$ cat src/rtl/xadc_drp_sequencer_if.sv
// DRP bus between the sequencer (master) and the XADC primitive (slave).
// One outstanding transaction at a time; DEN/DWE are single-cycle pulses.
interface xadc_drp_sequencer_if;
  logic [6:0]  DADDR;
  logic        DEN;
  logic        DWE;
  logic [15:0] DI;
  logic [15:0] DO;
  logic        DRDY;

  modport master (
    output DADDR, DEN, DWE, DI,
    input  DO, DRDY
  );

  modport slave (
    input  DADDR, DEN, DWE, DI,
    output DO, DRDY
  );
endinterface

$ cat src/rtl/xadc_drp_sequencer.sv
// Reads each converted XADC channel over DRP into a sample stream and
// slots host config writes onto the same DRP, yielding to JTAG.
module xadc_drp_sequencer #(
  parameter int unsigned TIMEOUT_CYC = 64
) (
  input  logic        DCLK,
  input  logic        RESETN,
  input  logic        EOC,
  input  logic [4:0]  CHANNEL,
  input  logic        JTAGLOCKED,
  xadc_drp_sequencer_if.master drp,
  input  logic        CFG_WE,
  input  logic [6:0]  CFG_ADDR,
  input  logic [15:0] CFG_DATA,
  output logic        CFG_BUSY,
  output logic [11:0] SAMPLE_DATA,
  output logic [4:0]  SAMPLE_CH,
  output logic        SAMPLE_VALID,
  input  logic        SAMPLE_READY,
  output logic        OVERRUN,
  output logic        TIMEOUT_ERR,
  input  logic        CLR_ERR
);

  typedef enum logic [1:0] {
    IDLE    = 2'd0,
    RD_WAIT = 2'd1,
    WR_WAIT = 2'd2
  } state_e;

  localparam logic [15:0] TO_LAST = 16'(TIMEOUT_CYC - 1);

  state_e      state_q, state_d;
  logic        den_q, den_d;
  logic        dwe_q, dwe_d;
  logic [6:0]  daddr_q, daddr_d;
  logic [15:0] di_q, di_d;
  logic [15:0] cnt_q, cnt_d;
  logic        rd_pend_q, rd_pend_d;
  logic [4:0]  ch_q, ch_d;
  logic        busy_q, busy_d;
  logic [6:0]  cfg_addr_q, cfg_addr_d;
  logic [15:0] cfg_data_q, cfg_data_d;
  logic        sv_q, sv_d;
  logic [11:0] sd_q, sd_d;
  logic [4:0]  sc_q, sc_d;
  logic        ovr_q, ovr_d;
  logic        to_q, to_d;
  logic        rd_issue;
  logic        rd_done;
  logic        ovr_set;
  logic        to_set;
  logic        unused_do;

  assign unused_do = ^drp.DO[3:0];

  always_comb begin
    state_d    = state_q;
    den_d      = 1'b0;
    dwe_d      = 1'b0;
    daddr_d    = daddr_q;
    di_d       = di_q;
    cnt_d      = cnt_q;
    rd_pend_d  = rd_pend_q;
    ch_d       = ch_q;
    busy_d     = busy_q;
    cfg_addr_d = cfg_addr_q;
    cfg_data_d = cfg_data_q;
    sv_d       = sv_q;
    sd_d       = sd_q;
    sc_d       = sc_q;
    rd_issue   = 1'b0;
    rd_done    = 1'b0;
    ovr_set    = 1'b0;
    to_set     = 1'b0;

    unique case (state_q)
      IDLE: begin
        if (!JTAGLOCKED) begin
          if (rd_pend_q) begin
            rd_issue  = 1'b1;
            den_d     = 1'b1;
            daddr_d   = {2'b00, ch_q};
            rd_pend_d = 1'b0;
            cnt_d     = '0;
            state_d   = RD_WAIT;
          end else if (busy_q) begin
            den_d   = 1'b1;
            dwe_d   = 1'b1;
            daddr_d = cfg_addr_q;
            di_d    = cfg_data_q;
            cnt_d   = '0;
            state_d = WR_WAIT;
          end
        end
      end
      RD_WAIT: begin
        if (drp.DRDY) begin
          rd_done = 1'b1;
          state_d = IDLE;
        end else if (cnt_q == TO_LAST) begin
          to_set  = 1'b1;
          state_d = IDLE;
        end else begin
          cnt_d = cnt_q + 16'd1;
        end
      end
      WR_WAIT: begin
        if (drp.DRDY) begin
          busy_d  = 1'b0;
          state_d = IDLE;
        end else if (cnt_q == TO_LAST) begin
          to_set  = 1'b1;
          busy_d  = 1'b0;
          state_d = IDLE;
        end else begin
          cnt_d = cnt_q + 16'd1;
        end
      end
      default: state_d = IDLE;
    endcase

    // A fresh EOC re-arms the read even on the edge the old one issues
    if (EOC) begin
      if (rd_pend_q && !rd_issue) ovr_set = 1'b1;
      rd_pend_d = 1'b1;
      ch_d      = CHANNEL;
    end

    if (CFG_WE && !busy_q) begin
      busy_d     = 1'b1;
      cfg_addr_d = CFG_ADDR;
      cfg_data_d = CFG_DATA;
    end

    if (sv_q && SAMPLE_READY) sv_d = 1'b0;
    if (rd_done) begin
      if (sv_q && !SAMPLE_READY) begin
        ovr_set = 1'b1;
      end else begin
        sv_d = 1'b1;
        sd_d = drp.DO[15:4];
        sc_d = daddr_q[4:0];
      end
    end

    ovr_d = ovr_set | (ovr_q & ~CLR_ERR);
    to_d  = to_set | (to_q & ~CLR_ERR);
  end

  always_ff @(posedge DCLK or negedge RESETN) begin
    if (!RESETN) begin
      state_q    <= IDLE;
      den_q      <= 1'b0;
      dwe_q      <= 1'b0;
      daddr_q    <= '0;
      di_q       <= '0;
      cnt_q      <= '0;
      rd_pend_q  <= 1'b0;
      ch_q       <= '0;
      busy_q     <= 1'b0;
      cfg_addr_q <= '0;
      cfg_data_q <= '0;
      sv_q       <= 1'b0;
      sd_q       <= '0;
      sc_q       <= '0;
      ovr_q      <= 1'b0;
      to_q       <= 1'b0;
    end else begin
      state_q    <= state_d;
      den_q      <= den_d;
      dwe_q      <= dwe_d;
      daddr_q    <= daddr_d;
      di_q       <= di_d;
      cnt_q      <= cnt_d;
      rd_pend_q  <= rd_pend_d;
      ch_q       <= ch_d;
      busy_q     <= busy_d;
      cfg_addr_q <= cfg_addr_d;
      cfg_data_q <= cfg_data_d;
      sv_q       <= sv_d;
      sd_q       <= sd_d;
      sc_q       <= sc_d;
      ovr_q      <= ovr_d;
      to_q       <= to_d;
    end
  end

  assign drp.DADDR    = daddr_q;
  assign drp.DEN      = den_q;
  assign drp.DWE      = dwe_q;
  assign drp.DI       = di_q;
  assign CFG_BUSY     = busy_q;
  assign SAMPLE_DATA  = sd_q;
  assign SAMPLE_CH    = sc_q;
  assign SAMPLE_VALID = sv_q;
  assign OVERRUN      = ovr_q;
  assign TIMEOUT_ERR  = to_q;

endmodule

$ cat src/flat_wrapper.sv
// flat-port wrapper written by rule: the top's interface ports become plain ports
module xadc_drp_sequencer_flat 
#(
  parameter int unsigned TIMEOUT_CYC = 64
)
  (DCLK, RESETN, EOC, CHANNEL, JTAGLOCKED, CFG_WE, CFG_ADDR, CFG_DATA, CFG_BUSY, SAMPLE_DATA, SAMPLE_CH, SAMPLE_VALID, SAMPLE_READY, OVERRUN, TIMEOUT_ERR, CLR_ERR, drp_DADDR, drp_DEN, drp_DWE, drp_DI, drp_DO, drp_DRDY);
  xadc_drp_sequencer_if drp_i ();
  input  logic DCLK;
  input  logic RESETN;
  input  logic EOC;
  input  logic [4:0] CHANNEL;
  input  logic JTAGLOCKED;
  input  logic CFG_WE;
  input  logic [6:0] CFG_ADDR;
  input  logic [15:0] CFG_DATA;
  output logic CFG_BUSY;
  output logic [11:0] SAMPLE_DATA;
  output logic [4:0] SAMPLE_CH;
  output logic SAMPLE_VALID;
  input  logic SAMPLE_READY;
  output logic OVERRUN;
  output logic TIMEOUT_ERR;
  input  logic CLR_ERR;
  output wire logic [$bits(drp_i.DADDR)-1:0] drp_DADDR;
  output wire logic [$bits(drp_i.DEN)-1:0] drp_DEN;
  output wire logic [$bits(drp_i.DWE)-1:0] drp_DWE;
  output wire logic [$bits(drp_i.DI)-1:0] drp_DI;
  input wire logic [$bits(drp_i.DO)-1:0] drp_DO;
  input wire logic [$bits(drp_i.DRDY)-1:0] drp_DRDY;
  assign drp_DADDR = drp_i.DADDR;
  assign drp_DEN = drp_i.DEN;
  assign drp_DWE = drp_i.DWE;
  assign drp_DI = drp_i.DI;
  assign drp_i.DO = drp_DO;
  assign drp_i.DRDY = drp_DRDY;
  xadc_drp_sequencer #(.TIMEOUT_CYC(TIMEOUT_CYC)) u_core (.DCLK(DCLK), .RESETN(RESETN), .EOC(EOC), .CHANNEL(CHANNEL), .JTAGLOCKED(JTAGLOCKED), .drp(drp_i), .CFG_WE(CFG_WE), .CFG_ADDR(CFG_ADDR), .CFG_DATA(CFG_DATA), .CFG_BUSY(CFG_BUSY), .SAMPLE_DATA(SAMPLE_DATA), .SAMPLE_CH(SAMPLE_CH), .SAMPLE_VALID(SAMPLE_VALID), .SAMPLE_READY(SAMPLE_READY), .OVERRUN(OVERRUN), .TIMEOUT_ERR(TIMEOUT_ERR), .CLR_ERR(CLR_ERR));
endmodule
$ cat config.mk
export PLATFORM = sky130hd
export DESIGN_NAME = xadc_drp_sequencer_flat
export DESIGN_NICKNAME = d
export VERILOG_FILES = /design/src/rtl/xadc_drp_sequencer_if.sv /design/src/rtl/xadc_drp_sequencer.sv /design/src/flat_wrapper.sv
export SDC_FILE = /design/constraint.sdc
export NUM_CORES = 1
export LEC_CHECK = 0
export CORE_UTILIZATION = 46
export CTS_BUF_LIST = sky130_fd_sc_hd__clkbuf_2 sky130_fd_sc_hd__clkbuf_4 sky130_fd_sc_hd__clkbuf_8
export DETAILED_ROUTE_END_ITERATION = 10
export PLACE_DENSITY_LB_ADDON = 0.12
export SLEW_MARGIN = 15
export SYNTH_ARGS = -nofsm -noshare
export SYNTH_HDL_FRONTEND = slang
export SYNTH_SLANG_ARGS = --single-unit
$ cat constraint.sdc
create_clock -name DCLK -period 1.8 [get_ports DCLK]
set_clock_uncertainty 0.1 [all_clocks]
set_input_delay 0.36 -clock DCLK [delete_from_list [all_inputs] [get_ports DCLK]]
set_output_delay 0.36 -clock DCLK [all_outputs]
set_load 0.01 [all_outputs]
# --- Word level (Yosys, flattened, before mapping) ---
# Index checks and enable logic that the tools add are counted.
totals:
  mem_bits_rw: 0
  word_cells: 98
  register_bits: 93
  latchBits: 0
  memories: 0
  mem_bits_ro: 0
op_classes:
  div_mod_pow: 0
  magnitude_cmp: 0
  multipliers: 0
  n_addsub: 1
  reduce_logical: 21
  shift: 0
  bitwise_logic: 8
  n_eq_ne: 9
  mux: 43
op_table:
  columns: ["op", "count"]
  rows:
  - ["two-way mux 16 bit", 5]
  - ["case mux 16 bit (2 select lines)", 1]
  - ["two-way mux 1 bit", 29]
  - ["adder 16 x 1 -> 16 bit (second input constant)", 1]
  - ["equality test 16 x 6 -> 1 bit (second input constant)", 1]
  - ["two-way mux 7 bit", 2]
  - ["two-way mux 2 bit", 5]
  - ["inequality test 2 bit (second input constant)", 4]
  - ["nonzero test 2 bit", 4]
  - ["inequality test 3 x 1 -> 1 bit (second input constant)", 2]
  - ["AND reduction 2 bit", 3]
  - ["AND reduction 3 bit", 2]
  - ["AND reduction 5 bit", 1]
  - ["logical AND 1 bit", 4]
  - ["inverter 1 bit", 4]
  - ["case mux 2 bit (2 select lines)", 1]
  - ["AND reduction 4 bit", 1]
  - ["zero test 1 bit", 3]
  - ["nonzero test 3 bit", 1]
  - ["AND 1 bit", 2]
  - ["equality test 2 x 1 -> 1 bit (second input constant)", 1]
  - ["equality test 2 bit (second input constant)", 1]
  - ["zero test 2 bit", 1]
  - ["OR 1 bit", 2]
  - ["OR reduction 2 bit", 1]

# --- Logic depth before layout (Yosys ltp) ---
# Gate-level depths: netlist (run 1).
depth:
  depth_word: 10
  ltp_mapped: 8
  mapped_depth_nobuf: 7

# --- Worst setup path before layout (run 1) ---
# Ideal clock, no wire load.
synth_path:
  path_type: "register to register"
  start: "register u_core.cnt_q[0]"
  end: "register u_core.cnt_q[14]"
  setup_slack_ps: 12
  arrival_ps: 1549
  path_stages_with_launch: 7
  t_required_ps: 1561
  period_less_slack_ps: 1788
  path_cell_list: "dfrtp_1 ha_1 and3_1 a41o_2 a21oi_2 buf_6 o221ai_1"
synth_via:
  elab_chain_cells: 4
synth_rtl:
  columns: ["element", "line", "rtl"]
  rows:
  - ["start, declared", "xadc_drp_sequencer.sv:38", "logic [15:0] cnt_q, cnt_d;"]
  - ["start signal, assigned", "xadc_drp_sequencer.sv:175", "cnt_q <= cnt_d;"]
  - ["adder 16 x 1 -> 16 bit", "xadc_drp_sequencer.sv:105, xadc_drp_sequencer.sv:117", null]
  - ["two-way mux 16 bit", "xadc_drp_sequencer.sv:101, xadc_drp_sequencer.sv:112", null]
  - ["two-way mux 16 bit", "xadc_drp_sequencer.sv:109", "if (drp.DRDY) begin"]
  - ["case mux 16 bit (2 select lines)", "xadc_drp_sequencer.sv:77", "unique case (state_q)"]
# Parallel ways exist; a longest one is shown, timed or not. The select of a mux whose other input is x is not followed.
# A chain may end at the register's enable or synchronous reset.

# --- Worst setup path in the final report (run 1) ---
layout_path:
  start: "register u_core.state_q[0]"
  end: "register u_core.di_q[2] (netlist: u_core.drp.DI[2])"
layout_via:
  elab_chain_cells: 2
layout_rtl:
  columns: ["element", "line", "rtl"]
  rows:
  - ["start, declared", "xadc_drp_sequencer.sv:33", "state_e state_q, state_d;"]
  - ["start signal, assigned", "xadc_drp_sequencer.sv:170", "state_q <= state_d;"]
  - ["zero test 2 bit", "xadc_drp_sequencer.sv:77", null]
  - ["AND reduction 4 bit (no source line)", null, null]
  - ["end signal, assigned", "xadc_drp_sequencer.sv:174", "di_q <= di_d;"]
  - ["end, declared", "xadc_drp_sequencer.sv:37", "logic [15:0] di_q, di_d;"]
# Every way passes these cells.

==> results.txt, run 1 <==
largest family of logic cells by synthesized area: multiplexers
Switch Pwr: 0.00266 W
largest net degree at the start of global routing: 30
number of fillers in the final layout: 622
run status: finished clean
Util after Layout: 68.3%
crit path max-delay cell type: dfrtp_1
Synth-to-Final Area Change: 44.5%
Synth Area in Adders: 1.53%
Seq pwr share: 38.6%
FF-to-FF path depth: 7
Logic pwr share: 44.1%
port bufs: 93
Bufs and invs on worst path: 3
Area contributors post-synth: dfrtp_1 57%, mux2_2 17%, inv_1 1.7%
worst ir drop on vdd: 909 µV
Simple-Gate Fraction of Synth Area: 9.59%
WP data required: 1.93 ns
Synth Area in Compound Gates: 9.81%
most numerous cell in the Yosys netlist: dfrtp_1
distinct cell type count after synthesis: 46
Max Root-Sink Buffers: 2
number of max-cap violations: 0
Via density: 5.33
met2 wire len: 4.13 mm
Detail Route Antenna Nets: 0
Least-Margin Pin Slew: 0.399 ns
Clock Sinks: 93
Top Layer Used: met4
first-pass GRT wire length: 14.0 mm
Synth Instances: 316
Synth Flop Type: dfrtp_1
most common library cells after synthesis: 93 x dfrtp_1, 61 x mux2_2, 18 x inv_1
initial drt markers: 73
# DRC: 0
PwrDens: 1450 mW/mm²
endpoints failing hold: 0
CTS Buf Count: 9
multiplexer share of the synthesized area: 18.3%
RSZ-0062 raised after global routing: yes
TritonRoute pass-1 iters: 5
Max Freq: 563 MHz
# setup viols final: 0
total track usage: 19.9%
Chip Width: 96.2 µm
GP Congestion: 0.876
Final #Nets: 515
setup slack after layout: 0.0223 ns
Yosys reg bits: 93
syn_nets: 373
Reg area: 0.00233 mm²
Cells after DPL: 545
worst r2r src: u_core.state_q[0]
Top delay family on crit path: buffers and inverters
crit-path max FO: 9
dpl ws: -0.205 ns
Initial Util: 47.3%
Pins Over Slew Limit: 0
DR vias: 3035
CP Capture Type: register
CTS tree: built
multi-input logic area: 0.00172 mm²
Post-Synth XOR/XNOR Area: 0%
synth warn: 0
Reg2Reg Capture Point: u_core.drp.DI[2]
Core ar.: 0.00864 mm²
Non-Filler Instances: 569
wire per inst: 15.6 µm
CP arrival: 1.91 ns
EDFF count, synth: 0
Max-slew headroom: 73.4%
Final min period: 1.78 ns
ANT cells: 0
Die ar.: 0.00926 mm²
initial antenna violation count: 0
leak pwr: 2.50 nW
Synth Area per Inst: 12.9 µm²
CP max stage delay: 0.39 ns
CTS Root Cell: clkbuf_8
Hold Path Class: primary input to asynchronous set/reset pin
DPL Wire Length: 6.15 mm
row count: 34
Worst setup SP type: register
r2r setup slk: 0.02 ns
area leader, netlist: dfrtp_1
Clk pwr share: 17.3%
Int Pwr: 0.00591 W
total gr overflow: 0
Syn Std Cell Area: 0.00408 mm²
final wirelength: 8.85 mm
switch share: 31.0%
Die Y: 96.2 µm
wl on met1: 3.94 mm
number of global-route vias before repair: 2946
I/O Pins: 98
final period utilization: 98.8%
Crit Path Category: register to register
CTS HTree Levels: 3
sequential element share of the synthesized area: 57.0%
clock slew at reported path FFs: 0.09 ns
Post-synth ARST share: 100%
clock latency on the worst-skew pair: 0.35 ns
share of the synthesized area in the top cell type: 57.0%
share of layout cells above drive strength 1: 34.7%
crit path cell chain: inv_1, ha_4, nand2b_4, nor3_4, buf_4, clkbuf_16, mux2_2
Met3 Wirelength: 703 µm
## how the worst max path moves through the flow
stage                      start                end  slack (ns)  cells after the start
2_1_floorplan    u_core.cnt_q[0]   u_core.cnt_q[14]        0.01                      6
4_1_cts          u_core.cnt_q[0]   u_core.cnt_q[14]       0.003                      6
3_3_place_gp          JTAGLOCKED  u_core.drp.DI[14]       -0.17                      5
5_1_grt          u_core.cnt_q[0]   u_core.cnt_q[14]       -0.09                      7
6_report       u_core.state_q[0]   u_core.drp.DI[2]        0.02                      7
3_5_place_dp          JTAGLOCKED    u_core.cnt_q[7]       -0.21                      6
## repair_timing
item / CTS / global route
gates cloned: 0 / 3
pin swaps: 0 / 6
hold buffers: 1 / 0
setup endpoints to repair: 13 / 42
buffers inserted: 0 / 6
gates resized for setup: 8 / 24
hold endpoints to repair: 26 / 0
## area by class of cell
type                    instances  area share [%]
flip-flops and latches         93            39.5
clock buffers                   9            2.10
clock inverters                 5            1.44
inverters                      18            1.15
well taps                     108            2.29
repair inverters                1          0.0849
multi-input cells             190            29.1
repair buffers                145            24.3
## metrics by stage
step | power [W] | area (µm²) | hold WS, ns | TNS, ns
6_report | 0.00856 | 5900 | 0.375 | 0
5_1_grt | 0.00911 | 5900 | 0.397 | -0.562
4_1_cts | 0.00835 | 5710 | 0.371 | 0
3_5_place_dp | 0.00682 | 5450 | 0.215 | -7.40
3_3_place_gp | 0.00672 | 5450 | 0.213 | -6.46
2_1_floorplan | 0.00500 | 4080 | -0.0356 | 0
## state kept, by name (all words and copies together), names as in the netlist, 2 cells and up
signal / cells
u_core.state_q: 2
u_core.ch_q: 5
u_core.cfg_data_q: 16
u_core.cfg_addr_q: 7
u_core.SAMPLE_DATA: 12
u_core.drp.DADDR: 7
u_core.cnt_q: 16
u_core.drp.DI: 16
u_core.SAMPLE_CH: 5
## cell usage in the layout, fill, tap and decap left out, drive strengths merged, types with 8 or more instances in the layout
cell type / n
clkdlybuf4s50: 89
buf: 50
a31oi: 9
nand2: 13
dfrtp: 93
o21ai: 9
nand4: 9
inv: 19
clkbuf: 11
nand3: 8
mux2: 61
## worst reg2reg max path: cells and delay by family (launching register included)
family	cells	cell delay (ns)
adders and majority gates	1	0.17
DFF	1	0.39
buffers and inverters	3	0.42
and+or+nand+nor	2	0.25
muxes	1	0.33
## power by group through the flow
stage / combinational, W / sequential (W) / clock [W]
3_5_place_dp: 0.00348 / 0.00334 / 0
2_1_floorplan: 0.00149 / 0.00350 / 0
5_1_grt: 0.00411 / 0.00341 / 0.00159
4_1_cts: 0.00352 / 0.00331 / 0.00153
3_3_place_gp: 0.00343 / 0.00329 / 0
6_report: 0.00378 / 0.00331 / 0.00148
## metal layers
layer  GRT usage (%)  vias up
met2            31.2      109
met3            6.64        8
met1            27.1     1483
met4            4.10        0
met5               0        -
li1                -     1435
## cells by family after synthesis
logic type,after synthesis
adders and majority gates,5
and+or+nand+nor,67
muxes,67
DFF,93
AOI/OAI and AO/OA,51
buffers and inverters,33
No activity file was read; power rests on OpenSTA's default activity.
==> inputs of run 2 (changes only) <==
SLEW_MARGIN = 25   (was 15)
==> results of run 2 <==
Same layout as run 1: the final DEF is identical, and so are final timing and power.
==> inputs of run 3 (changes only) <==
GPL_TIMING_DRIVEN = 0   (was not set)
==> results.txt, run 3 (same netlist as run 1, synthesis figures left out) <==
Max Freq: 559 MHz
clock slew at reported path FFs: 0.10 ns
PwrDens: 1440 mW/mm²
DR vias: 3042
CTS Buf Count: 9
Crit Path Category: register to register
leading cell types in the layout, fill and taps excluded: 89 x clkdlybuf4s50_1, 84 x dfrtp_1, 61 x mux2_2
# setup viols final: 0
Die ar.: 0.00926 mm²
RSZ-0062 raised after global routing: yes
WHS: 0.295 ns
port bufs: 92
total track usage: 20.1%
TritonRoute pass-1 iters: 4
WP data required: 1.94 ns
largest net degree at the start of global routing: 77
CP Capture Type: register
Via density: 5.42
clock latency on the worst-skew pair: 0.35 ns
# DRC: 0
share of layout cells above drive strength 1: 36.4%
Die Y: 96.2 µm
total gr overflow: 0
Least-Margin Pin Slew: 0.448 ns
Clock Sinks: 93
ANT cells: 0
run status: finished clean
initial drt markers: 85
row count: 34
Pins Over Slew Limit: 0
wire per inst: 16.4 µm
first-pass GRT wire length: 14.2 mm
Core ar.: 0.00864 mm²
GP Congestion: 0.818
I/O Pins: 98
final wirelength: 9.19 mm
number of max-cap violations: 0
final period utilization: 99.3%
number of fillers in the final layout: 649
DPL Wire Length: 6.08 mm
Max-slew headroom: 69.9%
leak pwr: 2.43 nW
Detail Route Antenna Nets: 0
crit-path max FO: 5
initial antenna violation count: 0
Final #Nets: 505
number of global-route vias before repair: 2893
CTS tree: built
Max Root-Sink Buffers: 2
final instance area: 0.00585 mm²
CTS Root Cell: clkbuf_8
endpoints failing hold: 0
Hold Path Class: primary input to asynchronous set/reset pin
Worst setup SP type: register
Chip Width: 96.2 µm
most common cell after layout, fill and taps aside: clkdlybuf4s50_1
Area after DPL: 0.00517 mm²
CP arrival: 1.93 ns
CTS HTree Levels: 3
worst ir drop on vdd: 900 µV
Final min period: 1.79 ns
Synth-to-Final Area Change: 43.4%
Initial Util: 47.3%
-- run 3: worst paths after layout --
kind	depth (start not counted)	end	start	slack, ns
setup / recovery	6	u_core.cnt_q[14]	u_core.cnt_q[1]	0.01
max in group asynchronous	3	u_core.cnt_q[2]	RESETN	0.68
setup reg to reg	6	u_core.cnt_q[14]	u_core.cnt_q[1]	0.01
hold / removal	2	u_core.SAMPLE_DATA[2]	RESETN	0.29
min in group DCLK	2	u_core.rd_pend_q	EOC	0.32
hold reg to reg	1	u_core.drp.DADDR[6]	u_core.cfg_addr_q[6]	0.40
-- run 3: metal layers --
metal / track usage (%) / vias to the layer above / wire length, µm
li1: - / 1424 / -
met1: 27.0 / 1507 / 3940
met2: 30.6 / 95 / 4450
met3: 7.03 / 16 / 690
met4: 6.34 / 0 / 114
met5: 0 / - / 0
-- run 3: stage by stage --
| stage | setup slack (ns) | total power [W] | TNS [ns] | instances | util (%) |
|---|---|---|---|---|---|
| floorplan | 0.0122 | 0.00500 | 0 | 316 | - |
| global placement | -3.15 | 0.00642 | -313.80 | 516 | 59.5 |
| detailed placement | -0.439 | 0.00653 | -22.83 | 517 | 59.8 |
| CTS | 0.00265 | 0.00820 | 0 | 549 | 64.8 |
| global route | -0.0501 | 0.00893 | -0.376 | 561 | 67.8 |
| finish | 0.0121 | 0.00843 | 0 | 561 | 67.8 |
-- run 3: worst max-delay path, cell delays in order, from the launching register on --
cell,delay (ns)
dfrtp_1,0.40
ha_2,0.20
and3_4,0.20
a41o_4,0.28
a21oi_4,0.20
buf_6,0.18
o221ai_2,0.10
-- run 3: layout make-up --
cell class,instances,area [µm²],area share [%]
Clock inverter,6,47.5,0.812
Multi-Input combinational cell,190,1830,31.2
Timing Repair Buffer,121,1180,20.2
Tap cell,108,135,2.31
Buffer,15,126,2.16
Inverter,18,67.6,1.15
Sequential cell,93,2340,40.0
Clock buffer,10,131,2.24
-- run 3: repair_timing --
item,4_1_cts,5_1_grt
gates resized for setup,31,48
gates cloned,2,2
setup buffers,13,10
setup endpoints to repair,51,63
hold buffers,1,0
endpoints found under the hold margin,17,0
pin swaps,8,7
-- run 3: where the power goes --
group | switching (W) | internal, W | total, W | leakage [nW]
registers | 0.000410 | 0.00288 | 0.00329 | 1.14
clock network | 0.000752 | 0.000531 | 0.00128 | 0.0907
logic | 0.00166 | 0.00220 | 0.00386 | 1.21
